$ cat config.mk
export PLATFORM = sky130hd
export DESIGN_NAME = alu_issue_ctrl
export DESIGN_NICKNAME = d
export VERILOG_FILES = /design/src/rtl/alu_issue_ctrl.sv
export SDC_FILE = /design/constraint.sdc
export NUM_CORES = 1
export LEC_CHECK = 0
export ABC_CLOCK_PERIOD_IN_PS = 4730
export BUFFER_PORTS_ARGS = -buffer_cell sky130_fd_sc_hd__buf_2
export CORE_AREA = 4 4 202 204
export CTS_CLUSTER_SIZE = 30
export DETAILED_ROUTE_END_ITERATION = 8
export DIE_AREA = 0 0 206 208
export SYNTH_ARGS = -nofsm -noshare
export SYNTH_HDL_FRONTEND = slang
export SYNTH_SLANG_ARGS = --single-unit
$ cat constraint.sdc
create_clock -name clk -period 4.73 [get_ports clk]
set_clock_uncertainty 0.05 [all_clocks]
set_input_delay 0.946 -clock clk [delete_from_list [all_inputs] [get_ports clk]]
set_output_delay 0.946 -clock clk [all_outputs]
set_load 0.005 [all_outputs]
$ cat src/rtl/alu_issue_ctrl.sv
// Issue/writeback front-end for the 64-bit combinational ALU: it latches a request, holds the
// ALU operands for an op-dependent number of cycles and then keeps the response. Optional macro: ALU_ISSUE_DIV0_CHECK_EN.
module alu_issue_ctrl #(
    parameter int MUL_LAT = 2,
    parameter int DIV_LAT = 4
) (
    input  logic         clk,
    input  logic         reset,
    input  logic         ReqValid,
    output logic         ReqReady,
    input  logic [2:0]   ReqOp,
    input  logic [63:0]  ReqA,
    input  logic [63:0]  ReqB,
    output logic [63:0]  AluA,
    output logic [63:0]  AluB,
    output logic         AluCin,
    output logic [3:0]   AluCtrl,
    input  logic [127:0] AluResult,
    input  logic         AluZero,
    input  logic         AluOverflow,
    output logic         RspValid,
    input  logic         RspReady,
    output logic [127:0] RspResult,
    output logic         RspZero,
    output logic         RspOverflow,
    output logic         RspDivByZero
);
    localparam int MAX_LAT = (MUL_LAT > DIV_LAT) ? MUL_LAT : DIV_LAT;
    localparam int CNT_W   = (MAX_LAT > 1) ? $clog2(MAX_LAT) : 1;

    localparam logic [2:0] OP_ADD = 3'd0;
    localparam logic [2:0] OP_SUB = 3'd1;
    localparam logic [2:0] OP_MUL = 3'd2;
    localparam logic [2:0] OP_DIV = 3'd3;
    localparam logic [2:0] OP_SLT = 3'd4;
    localparam logic [2:0] OP_AND = 3'd5;

    typedef enum logic [1:0] {S_IDLE, S_EXEC, S_RESP} state_t;

    state_t             r_state;
    state_t             w_state_next;
    logic [CNT_W-1:0]   r_cnt;
    logic [2:0]         r_op;
    logic [63:0]        r_a;
    logic [63:0]        r_b;
    logic               r_rsp_valid;
    logic [127:0]       r_rsp_result;
    logic               r_rsp_zero;
    logic               r_rsp_ovf;
    logic               r_rsp_dbz;
    logic               w_accept;
    logic               w_capture;
    logic               w_div0_short;
    logic               w_op_legal;
    logic               w_op_addsub;

    // Counter is loaded with L-1 so the capture edge is the one where it reads zero.
    function automatic logic [CNT_W-1:0] f_lat_m1(input logic [2:0] op);
        case (op)
            OP_MUL:  return CNT_W'(MUL_LAT - 1);
            OP_DIV:  return CNT_W'(DIV_LAT - 1);
            default: return '0;
        endcase
    endfunction

`ifdef ALU_ISSUE_DIV0_CHECK_EN
    assign w_div0_short = (ReqOp == OP_DIV) && (ReqB == 64'd0);
`else
    assign w_div0_short = 1'b0;
`endif

    always_ff @(posedge clk) begin
        if (reset) begin
            r_state <= S_IDLE;
        end else begin
            r_state <= w_state_next;
        end
    end

    always_comb begin
        w_state_next = r_state;
        w_accept     = 1'b0;
        w_capture    = 1'b0;
        case (r_state)
            S_IDLE: begin
                if (ReqValid) begin
                    w_accept     = 1'b1;
                    w_state_next = w_div0_short ? S_RESP : S_EXEC;
                end
            end
            S_EXEC: begin
                if (r_cnt == '0) begin
                    w_capture    = 1'b1;
                    w_state_next = S_RESP;
                end
            end
            S_RESP: begin
                if (RspReady) begin
                    w_state_next = S_IDLE;
                end
            end
            default: w_state_next = S_IDLE;
        endcase
    end

    assign w_op_legal  = (r_op <= OP_AND);
    assign w_op_addsub = (r_op == OP_ADD) || (r_op == OP_SUB);

    always_ff @(posedge clk) begin
        if (reset) begin
            r_cnt        <= '0;
            r_op         <= '0;
            r_a          <= '0;
            r_b          <= '0;
            r_rsp_valid  <= 1'b0;
            r_rsp_result <= '0;
            r_rsp_zero   <= 1'b0;
            r_rsp_ovf    <= 1'b0;
            r_rsp_dbz    <= 1'b0;
        end else begin
            if (w_accept) begin
                r_op  <= ReqOp;
                r_a   <= ReqA;
                r_b   <= ReqB;
                r_cnt <= f_lat_m1(ReqOp);
            end else if (r_state == S_EXEC && r_cnt != '0) begin
                r_cnt <= r_cnt - CNT_W'(1);
            end

            if (w_capture) begin
                r_rsp_valid  <= 1'b1;
                r_rsp_result <= w_op_legal ? AluResult : 128'd0;
                r_rsp_zero   <= w_op_legal ? AluZero : 1'b1;
                // The ALU overflow output is only meaningful for add/sub.
                r_rsp_ovf    <= w_op_addsub ? AluOverflow : 1'b0;
                r_rsp_dbz    <= 1'b0;
            end else if (w_accept && w_div0_short) begin
                r_rsp_valid  <= 1'b1;
                r_rsp_result <= '1;
                r_rsp_zero   <= 1'b0;
                r_rsp_ovf    <= 1'b0;
                r_rsp_dbz    <= 1'b1;
            end else if (r_rsp_valid && RspReady) begin
                r_rsp_valid  <= 1'b0;
            end
        end
    end

    always_comb begin
        AluCtrl = 4'b1111;
        if (r_state == S_EXEC) begin
            case (r_op)
                OP_ADD:  AluCtrl = 4'b0010;
                OP_SUB:  AluCtrl = 4'b0110;
                OP_MUL:  AluCtrl = 4'b0011;
                OP_DIV:  AluCtrl = 4'b0001;
                OP_SLT:  AluCtrl = 4'b0111;
                OP_AND:  AluCtrl = 4'b0000;
                default: AluCtrl = 4'b1111;
            endcase
        end
    end

    assign AluA         = (r_state == S_EXEC) ? r_a : 64'd0;
    assign AluB         = (r_state == S_EXEC) ? r_b : 64'd0;
    assign AluCin       = 1'b0;
    assign ReqReady     = (r_state == S_IDLE) && !reset;
    assign RspValid     = r_rsp_valid;
    assign RspResult    = r_rsp_result;
    assign RspZero      = r_rsp_zero;
    assign RspOverflow  = r_rsp_ovf;
    assign RspDivByZero = r_rsp_dbz;

endmodule

* Yosys cells after proc, flatten, opt, wreduce, memory -nomap -nowiden
Index checks and enable logic that the tools add are counted.
** Storage, ports and cells
- Output and inout bits :: 266
- Bits of input ports :: 265
- Bits in registers :: 266
** Cells by class
- Add/subtract/negate cells :: 1
- Muxes and demuxes :: 20
- Magnitude comparators :: 1
- Reduce and logical (&&, ||, !) cells :: 12
- Eq/ne operators :: 12
** Operators with widths (number)
- two-way mux 128 bit :: 1
- two-way mux 64 bit :: 2
- one-hot mux 4 bit (6 select lines) :: 1
- == test 3 x 2 -> 1 bit (second input constant) :: 4
- two-way mux 2 bit :: 5
- two-way mux 1 bit :: 8
- == test 3 bit (second input constant) :: 2
- inequality test 2 bit (second input constant) :: 3
- one-hot mux 2 bit (3 select lines) :: 1
- nonzero test 2 bit :: 3
- zero test 2 bit :: 2
- two-way mux 4 bit :: 1
- one-hot mux 2 bit (2 select lines) :: 1
- == test 3 x 1 -> 1 bit (second input constant) :: 1
- less-or-equal comparator 3 bit (second input constant) :: 1
- logical AND 1 bit :: 3
- zero test 3 bit :: 1
- AND reduction 3 bit :: 1
- == test 2 x 1 -> 1 bit (second input constant) :: 1
- == test 2 bit (second input constant) :: 1
- subtractor 2 x 1 -> 2 bit (second input constant) :: 1
- zero test 1 bit :: 1
- logical OR 1 bit :: 1

* Logic depth before layout (Yosys ltp)
Gate-level depths: netlist of the first run.
- Word-level depth :: 4
- Mapped depth :: 6
- Depth with buffers taken out :: 5

* Least setup slack after synthesis of the first run
No wires, ideal clock.
- Path kind :: in2out
- Start :: input port reset
- End :: output port ReqReady
- Stages :: 3
- Slack :: 2.268 ns
- Path buffers :: 2
- Data arrival time :: 1.466 ns
- Cell sequence :: clkbuf_1 > clkbuf_1 > nor3_1
** Between the ends
- Cells in the longest elaborated chain, start to end :: 2
** RTL lines
- start, declared :: line 8 : input logic reset,
- zero test 1 bit :: line 167 : assign ReqReady = (r_state == S_IDLE) && !reset;
- logical AND 1 bit :: line 167
- end, declared :: line 10 : output logic ReqReady,
No other way between the ends.

* Final worst setup path of the first run
- Start :: register r_state[0]
- End :: output port AluA[4]
** Between the ends
- Cells in the longest elaborated chain, start to end :: 2
** RTL lines
- start, declared :: line 40 : state_t r_state;
- start signal, assigned :: line 76 : r_state <= w_state_next;
- == test 2 x 1 -> 1 bit :: line 164 : assign AluA = (r_state == S_EXEC) ? r_a : 64'd0;
- two-way mux 64 bit :: line 164
- end, declared :: line 14 : output logic [63:0] AluA,
No other way between the ends.

==> run summary, run 1 <==
outcome = finished clean
Static Leak = 6.594 nW
Avg Cell Area, Syn = 9.241 um2
worst path arrival time = 2320 ps
Slew Limit Headroom = 33.48%
synth unique cells = 29
CTS H-tree depth = 1
Hold Crit Class = reg -> reg
RD Place Congestion = 0.8168
Vias/cell = 4.395
Fin. Hold Viols = 0
Port Buffer Count = 528
final setup TNS = 0 ps
pre-CTS setup slack = 1926 ps
Root Driver = clkbuf_16
DIE AREA = 42,850 um2
Post-Route WL = 33.30 mm
CTS Buf Count = 31
Top Ports = 531
hold_buf cts = 0
Period Utilization, post-route = 70.11%
Layout Cells excl Fill = 2,076
maxcap violations = 0
Total Nets Final = 1,795
RSZ-0062 raised after global routing = false
aggregate global-route resource usage = 14.18%
worst-skew pair later-pin latency = 560 ps
max-slew violation count = 0
most common cell after layout, fill and taps aside = buf_2
ys async rst share = 0%
wire per inst = 16.04 um
Post-CTS Setup Inserts = 0
CP Capture Type = output port
DRT iter0 DRCs = 571
first-pass GRT wire length = 49.25 mm
highest clock rate = 301.6 MHz
top cell type's share of synthesized area = 55.04%
crit-path max FO = 48
Post-CTS Resized = 0
vias in the first global route = 8,816
VDD IR max = 0.2030 mV
cell area after synthesis = 9676 um2
top_reg_cell synth = dfxtp_1
hold depth = 2
Synth area leaders = dfxtp_1, a22o_1, nand2_1
CTS clock-pin slew for the worst setup and hold paths = 60 ps
fraction of layout cells with a size suffix above 1 = 37.81%
GR Util met2 = 24.76%
Cells after Synth = 1,047
final setup fails = 0
dpl hpwl = 23.74 mm
die width = 206 um
PwrDens = 401.2 nW/um2
Final min period = 3316 ps
met3 Usage GRT = 3.865%
Setup crit start kind = flop
commonest cells after routing, fill and taps aside = buf_2, nand2_1, dfxtp_1
Sink Count = 266
global route overflow = 0
via count = 9,124
Clock Path Buffers = 3
WP data required = 3730 ps
final worst slack = 1414 ps
Post-synth EDFFs = 0
worst hold slack = 397.2 ps
Yosys reg bits = 266
Ys Warns = 0
FP Rows = 73
Most Used Layer, Global Route = met2
Synth area leader = dfxtp_1
sequential element share of the synthesized area = 55.04%
area growth from synthesis to layout = 40.49%
Core Region = 39,280 um2
GR Util met1 = 16.66%
Die Y-Extent = 208 um
number of routed nets with antenna violations = 0
utilization after layout = 34.61%
Initial Utilization = 24.64%
WS Path Type = reg -> out
initial antenna violation count = 2
drc violations = 0
Reg2Reg Depth = 5
worst-margin pin slew = 997.8 ps
largest net degree at the start of global routing = 129
Placed Cells = 2,021
CTS tree = built
drt pass-1 iters = 5
metrics by stage:
stage / total power, mW / instance area (um2)
floorplan: 2.894 / 9679
global placement: 3.204 / 12620
detailed placement: 3.214 / 12620
CTS: 5.546 / 13590
global route: 5.714 / 13590
finish: 5.454 / 13590
state kept, by name, indices dropped and copies added (netlist names):
signal and cells:
r_op 3, r_b 64, r_a 64, RspZero 1, RspValid 1, RspResult 128
RspOverflow 1, r_state 2, r_cnt 2
layout make-up:
class                      count  area (um2)
clock buffer                  47       875.8
fill                        4144       25680
inverter                       3       11.26
tap                          525       656.9
sequential                   266        5325
clock inverter                 7       92.59
antenna                        1       2.502
multi-input combinational    689        3834
timing repair buffer         538        2795
layer usage:
metal	share of wire [%]	vias to the layer above
met2	49	353
met5	0.081	-
met4	3.0	4
met1	39	4236
met3	9.5	56
li1	-	4475
kinds of logic after synthesis:
logic type,share of synthesized area (%)
AND/OR/NAND/NOR,19.97
AO/OA/AOI/OAI,18.94
flip-flops,55.04
buffers and inverters,5.703
XOR/XNOR,0.1811
adder cells (fa/ha/maj),0.1293
other,0.03876
cells in the mapped netlist, types with 3 or more instances:
library cell / count
dfxtp_1: 266
buf_6: 21
inv_1: 3
and2_1: 128
nor2_1: 4
a21oi_1: 138
clkbuf_1: 39
buf_2: 27
a22o_1: 128
nor3_1: 3
buf_4: 3
nand2_1: 267
critical path, cell delays in order (launching register included):
cell and delay [ps]:
dfxtp_1 500, nor2b_4 420, buf_4 450, and2_1 230, buf_2 120
path summary, 6_finish.rpt:
path                      startpoint                    endpoint  slack, ps
max          r_state[0]$_SDFFE_PP0P_                     AluA[4]       1410
min             r_b[56]$_SDFFE_PP0P_        r_b[56]$_SDFFE_PP0P_        400
max reg2reg    r_cnt[0]$_SDFFE_PP0P_  RspResult[63]$_SDFFE_PP0P_       2500
min reg2reg     r_b[56]$_SDFFE_PP0P_        r_b[56]$_SDFFE_PP0P_        400
report_power, final:
part	switching [mW]	leakage, nW	internal, mW
logic	0.372	3.95	0.303
registers	0.0821	2.17	2.40
clock network	0.922	0.474	1.37
total	1.38	6.59	4.08
Note: power is estimated with default switching activity, not from simulation.
==> run 2: changes to the inputs <==
Settings changed: ABC_CLOCK_PERIOD_IN_PS 4730 to 3370, CORE_AREA 4 4 202 204 to 4 4 205 207, DIE_AREA 0 0 206 208 to 0 0 209 211.
Clock period 4.73 ns to 3.37 ns, I/O delays scaled along.
==> run summary, run 2 (synthesis gave the netlist of run 1 again) <==
outcome = finished clean
largest net degree at the start of global routing = 102
Top Layer Used = met5
Post-CTS Setup Inserts = 0
WL met1 = 13.80 mm
CTS Buf Count = 30
area growth from synthesis to layout = 41.46%
DRT iter0 DRCs = 632
Final min period = 2794 ps
Post-Route WL = 34.24 mm
FP Rows = 74
Port Buffer Count = 528
Period Utilization, post-route = 82.90%
initial antenna violation count = 4
Crit Reg-Reg Endpoint = RspResult[115]$_SDFFE_PP0P_
Hold EP = RspResult[43]$_SDFFE_PP0P_
maxcap violations = 0
crit-path max FO = 45
commonest cells after routing, fill and taps aside = buf_2, nand2_1, dfxtp_1
max reg flops = 128
CP max stage delay = 480 ps
Slew Limit Headroom = 44.35%
CTS tree = built
slowest CP cell = dfxtp_1
Static Leak = 6.644 nW
via count = 9,206
dpl hpwl = 25.12 mm
global route overflow = 0
Hold Startpoint = AluResult[43]
drt pass-1 iters = 4
R2R Path Start = r_state[0]$_SDFFE_PP0P_
RD Place Congestion = 0.8495
hold depth = 2
Root Driver = clkbuf_16
Largest delay share family, worst path = simple AND/OR/NAND/NOR gates
PwrDens = 569.9 nW/um2
die width = 209 um
hold_buf cts = 0
RSZ-0062 raised after global routing = false
Die Y-Extent = 211 um
WS Path Type = reg -> out
Setup crit start kind = flop
wire per inst = 16.39 um
CTS H-tree depth = 1
CTS clock-pin slew for the worst setup and hold paths = 60 ps
Core Region = 40,370 um2
Post-CTS Resized = 0
drc violations = 0
fraction of layout cells with a size suffix above 1 = 38.59%
highest clock rate = 358.0 MHz
worst path arrival time = 2070 ps
CP cell instances = nor2b_4 -> buf_4 -> and2_1 -> buf_2
DIE AREA = 44,100 um2
flop-to-flop setup slack = 1260 ps
Initial Utilization = 23.97%
Clock Path Buffers = 3
Top Ports = 531
Total Nets Final = 1,797
aggregate global-route resource usage = 14.18%
DR WL met2 = 17.06 mm
Reg2Reg Depth = 4
Vias/cell = 4.407
number of routed nets with antenna violations = 0
CP Capture Type = output port
first-pass GRT wire length = 51.08 mm
worst-margin pin slew = 834.8 ps
VDD IR max = 0.3875 mV
Worst Path Buf+Inv = 2
WP data required = 2650 ps
most common cell after layout, fill and taps aside = buf_2
vias in the first global route = 8,924
final setup TNS = 0 ps
final setup fails = 0
Fin. Hold Viols = 0
Sink Count = 266
Design Power = 7.800 mW
worst-skew pair later-pin latency = 560 ps
Met3 Routed Length = 2.609 mm
Hold Crit Class = in -> reg
max-slew violation count = 0
number of fill cells in the layout = 4,265
run 2: changes by cell type in the layout (fill, tap and decap cells not counted), sizes merged:
cell	previous run	this run
buf	538	541
bufinv	2	3
clkbuf	47	38
clkinv	3	11
clkinvlp	0	3
diode	1	2
inv	5	4
run 2: layout make-up:
type                            count  area [um2]  share of cell area [%]
Clock buffer                       38       842.1                   6.152
Tap cell                          532       665.6                   4.863
Inverter                            3       11.26                 0.08227
Multi-Input combinational cell    689        3834                   28.01
Antenna cell                        2       5.005                 0.03657
Timing Repair Buffer              541        2818                   20.59
Sequential cell                   266        5325                   38.91
Clock inverter                     18       186.4                   1.362
run 2: per-layer routing:
metal / vias to the layer above / track usage, %
li1: 4489 / -
met1: 4317 / 16.94
met2: 351 / 25.51
met3: 45 / 3.847
met4: 4 / 3.308
met5: - / 0
run 2: metrics by stage:
stage / hold WS, ps / util [%] / instance area (um2) / instances / setup WS, ps
6_report: 277.5 / 33.90 / 13690 / 2089 / 576.4
3_3_place_gp: 386.8 / 31.34 / 12650 / 2031 / 972.6
4_1_cts: 246.4 / 33.89 / 13680 / 2087 / 529.9
5_1_grt: 246.1 / 33.89 / 13680 / 2087 / 410.8
3_5_place_dp: 391.8 / 31.34 / 12650 / 2031 / 953.0
2_1_floorplan: 381.7 / - / 9679 / 1048 / 1436
run 2: power breakdown:
group          switching, mW  internal [mW]
sequential             0.116           3.37
clock                   1.36           2.00
combinational          0.528          0.427
run 2: how the worst max path moves through the flow:
stage | start | endpoint | slack [ps] | cells after the start
2_1_floorplan | r_state[0]$_SDFFE_PP0P_ | AluA[50] | 1440 | 5
3_3_place_gp | ReqValid | r_b[28]$_SDFFE_PP0P_ | 970 | 5
3_5_place_dp | ReqValid | r_a[53]$_SDFFE_PP0P_ | 950 | 5
4_1_cts | r_state[0]$_SDFFE_PP0P_ | AluA[17] | 530 | 4
5_1_grt | r_state[0]$_SDFFE_PP0P_ | AluA[17] | 410 | 4
6_report | r_state[0]$_SDFFE_PP0P_ | AluA[22] | 580 | 4
==> run 3: changes to the inputs <==
Settings changed: ABC_CLOCK_PERIOD_IN_PS 3370 to 2600.
Clock period 3.37 ns to 2.6 ns, I/O delays scaled along.
==> run summary, run 3 (synthesis gave the netlist of run 1 again) <==
outcome = finished clean
Sink Count = 266
aggregate global-route resource usage = 14.42%
final worst slack = 143.6 ps
number of routed nets with antenna violations = 0
Top Ports = 531
most common cell after layout, fill and taps aside = buf_2
CP Capture Type = output port
Static Leak = 6.742 nW
worst path arrival time = 1890 ps
max reg flops = 128
Post-Route WL = 34.32 mm
drc violations = 0
commonest cells after routing, fill and taps aside = buf_2, nand2_1, dfxtp_1
largest net degree at the start of global routing = 122
Period Utilization, post-route = 94.48%
number of fill cells in the layout = 4,235
initial antenna violation count = 5
final setup TNS = 0 ps
CTS tree = built
Vias/cell = 4.386
dpl hpwl = 25.49 mm
WP data required = 2030 ps
Port Buffer Count = 528
max-slew violation count = 0
final setup fails = 0
PwrDens = 756.4 nW/um2
wire per inst = 16.36 um
VDD IR max = 0.4627 mV
Total Nets Final = 1,808
Root Driver = clkbuf_16
crit-path max FO = 33
DIE AREA = 44,100 um2
RD Place Congestion = 0.8596
FP Rows = 74
Clock Path Buffers = 3
DRT iter0 DRCs = 486
WS Path Type = reg -> out
CTS Buf Count = 31
drt pass-1 iters = 5
Final min period = 2456 ps
die width = 209 um
Slew Limit Headroom = 53.14%
Layout Cells excl Fill = 2,098
area growth from synthesis to layout = 43.88%
fraction of layout cells with a size suffix above 1 = 39.21%
maxcap violations = 0
Setup crit start kind = flop
CTS clock-pin slew for the worst setup and hold paths = 60 ps
Die Y-Extent = 211 um
global route overflow = 0
worst-margin pin slew = 702.9 ps
Design Power = 10.53 mW
first-pass GRT wire length = 51.95 mm
vias in the first global route = 9,037
via count = 9,202
worst-skew pair later-pin latency = 560 ps
worst hold slack = 124.9 ps
RSZ-0062 raised after global routing = false
pre-CTS setup slack = 561.7 ps
Fin. Hold Viols = 0
antenna diode count = 0
Initial Utilization = 23.97%
Placed Cells = 2,040
CTS H-tree depth = 1
highest clock rate = 407.1 MHz
Core Region = 40,370 um2
Hold Crit Class = in -> reg
==> run 3: power breakdown <==
part,switching [mW],total (mW),internal [mW]
clock,1.77,4.73,2.96
sequential,0.159,4.53,4.37
combinational,0.684,1.27,0.588
==> run 3: layout make-up <==
cell class | instances | area [um2] | share of cell area [%]
Clock buffer | 35 | 820.8 | 5.896
Clock inverter | 22 | 307.8 | 2.211
Inverter | 3 | 11.26 | 0.08089
Multi-Input combinational cell | 689 | 3834 | 27.54
Sequential cell | 266 | 5326 | 38.26
Tap cell | 532 | 665.6 | 4.782
Timing Repair Buffer | 551 | 2955 | 21.23
==> run 3: repair_timing <==
| action | in CTS | in global routing |
|---|---|---|
| buffers inserted | 1 | 0 |
| resized for setup | 1 | 0 |
| endpoints found under the setup margin | 92 | 0 |
| hold buffers | 0 | 0 |
==> run 3: per-stage QoR <==
| step | cell area (um2) | utilization [%] |
|---|---|---|
| finish | 13920 | 34.48 |
| global route | 13920 | 34.48 |
| CTS | 13920 | 34.48 |
| detailed placement | 12780 | 31.67 |
| global placement | 12780 | 31.67 |
| floorplan | 9679 | - |
==> run 3: routing by layer <==
layer / share of wire [%] / track usage (%) / vias up
met5: 0.20 / 0 / -
met4: 3.1 / 5.041 / 8
met3: 7.9 / 3.683 / 70
met2: 49 / 25.09 / 373
met1: 40 / 17.37 / 4254
li1: - / - / 4497
==> run 3: path summary, 6_finish.rpt <==
path	depth (start not counted)	slack, ps	to	startpoint
worst max-delay path	5	140	AluB[49]	r_state[0]$_SDFFE_PP0P_
worst min-delay path	2	120	RspResult[78]$_SDFFE_PP0P_	AluResult[78]
worst min register to register	2	400	r_a[47]$_SDFFE_PP0P_	r_a[47]$_SDFFE_PP0P_
worst max register to register	5	510	RspResult[93]$_SDFFE_PP0P_	r_state[1]$_SDFFE_PP0P_
==> run 3: critical path: stages (launching register included) <==
cell and delay (ps):
dfxtp_2 400, nor2b_4 260, buf_12 200, buf_12 180, and2_1 150, buf_2 110
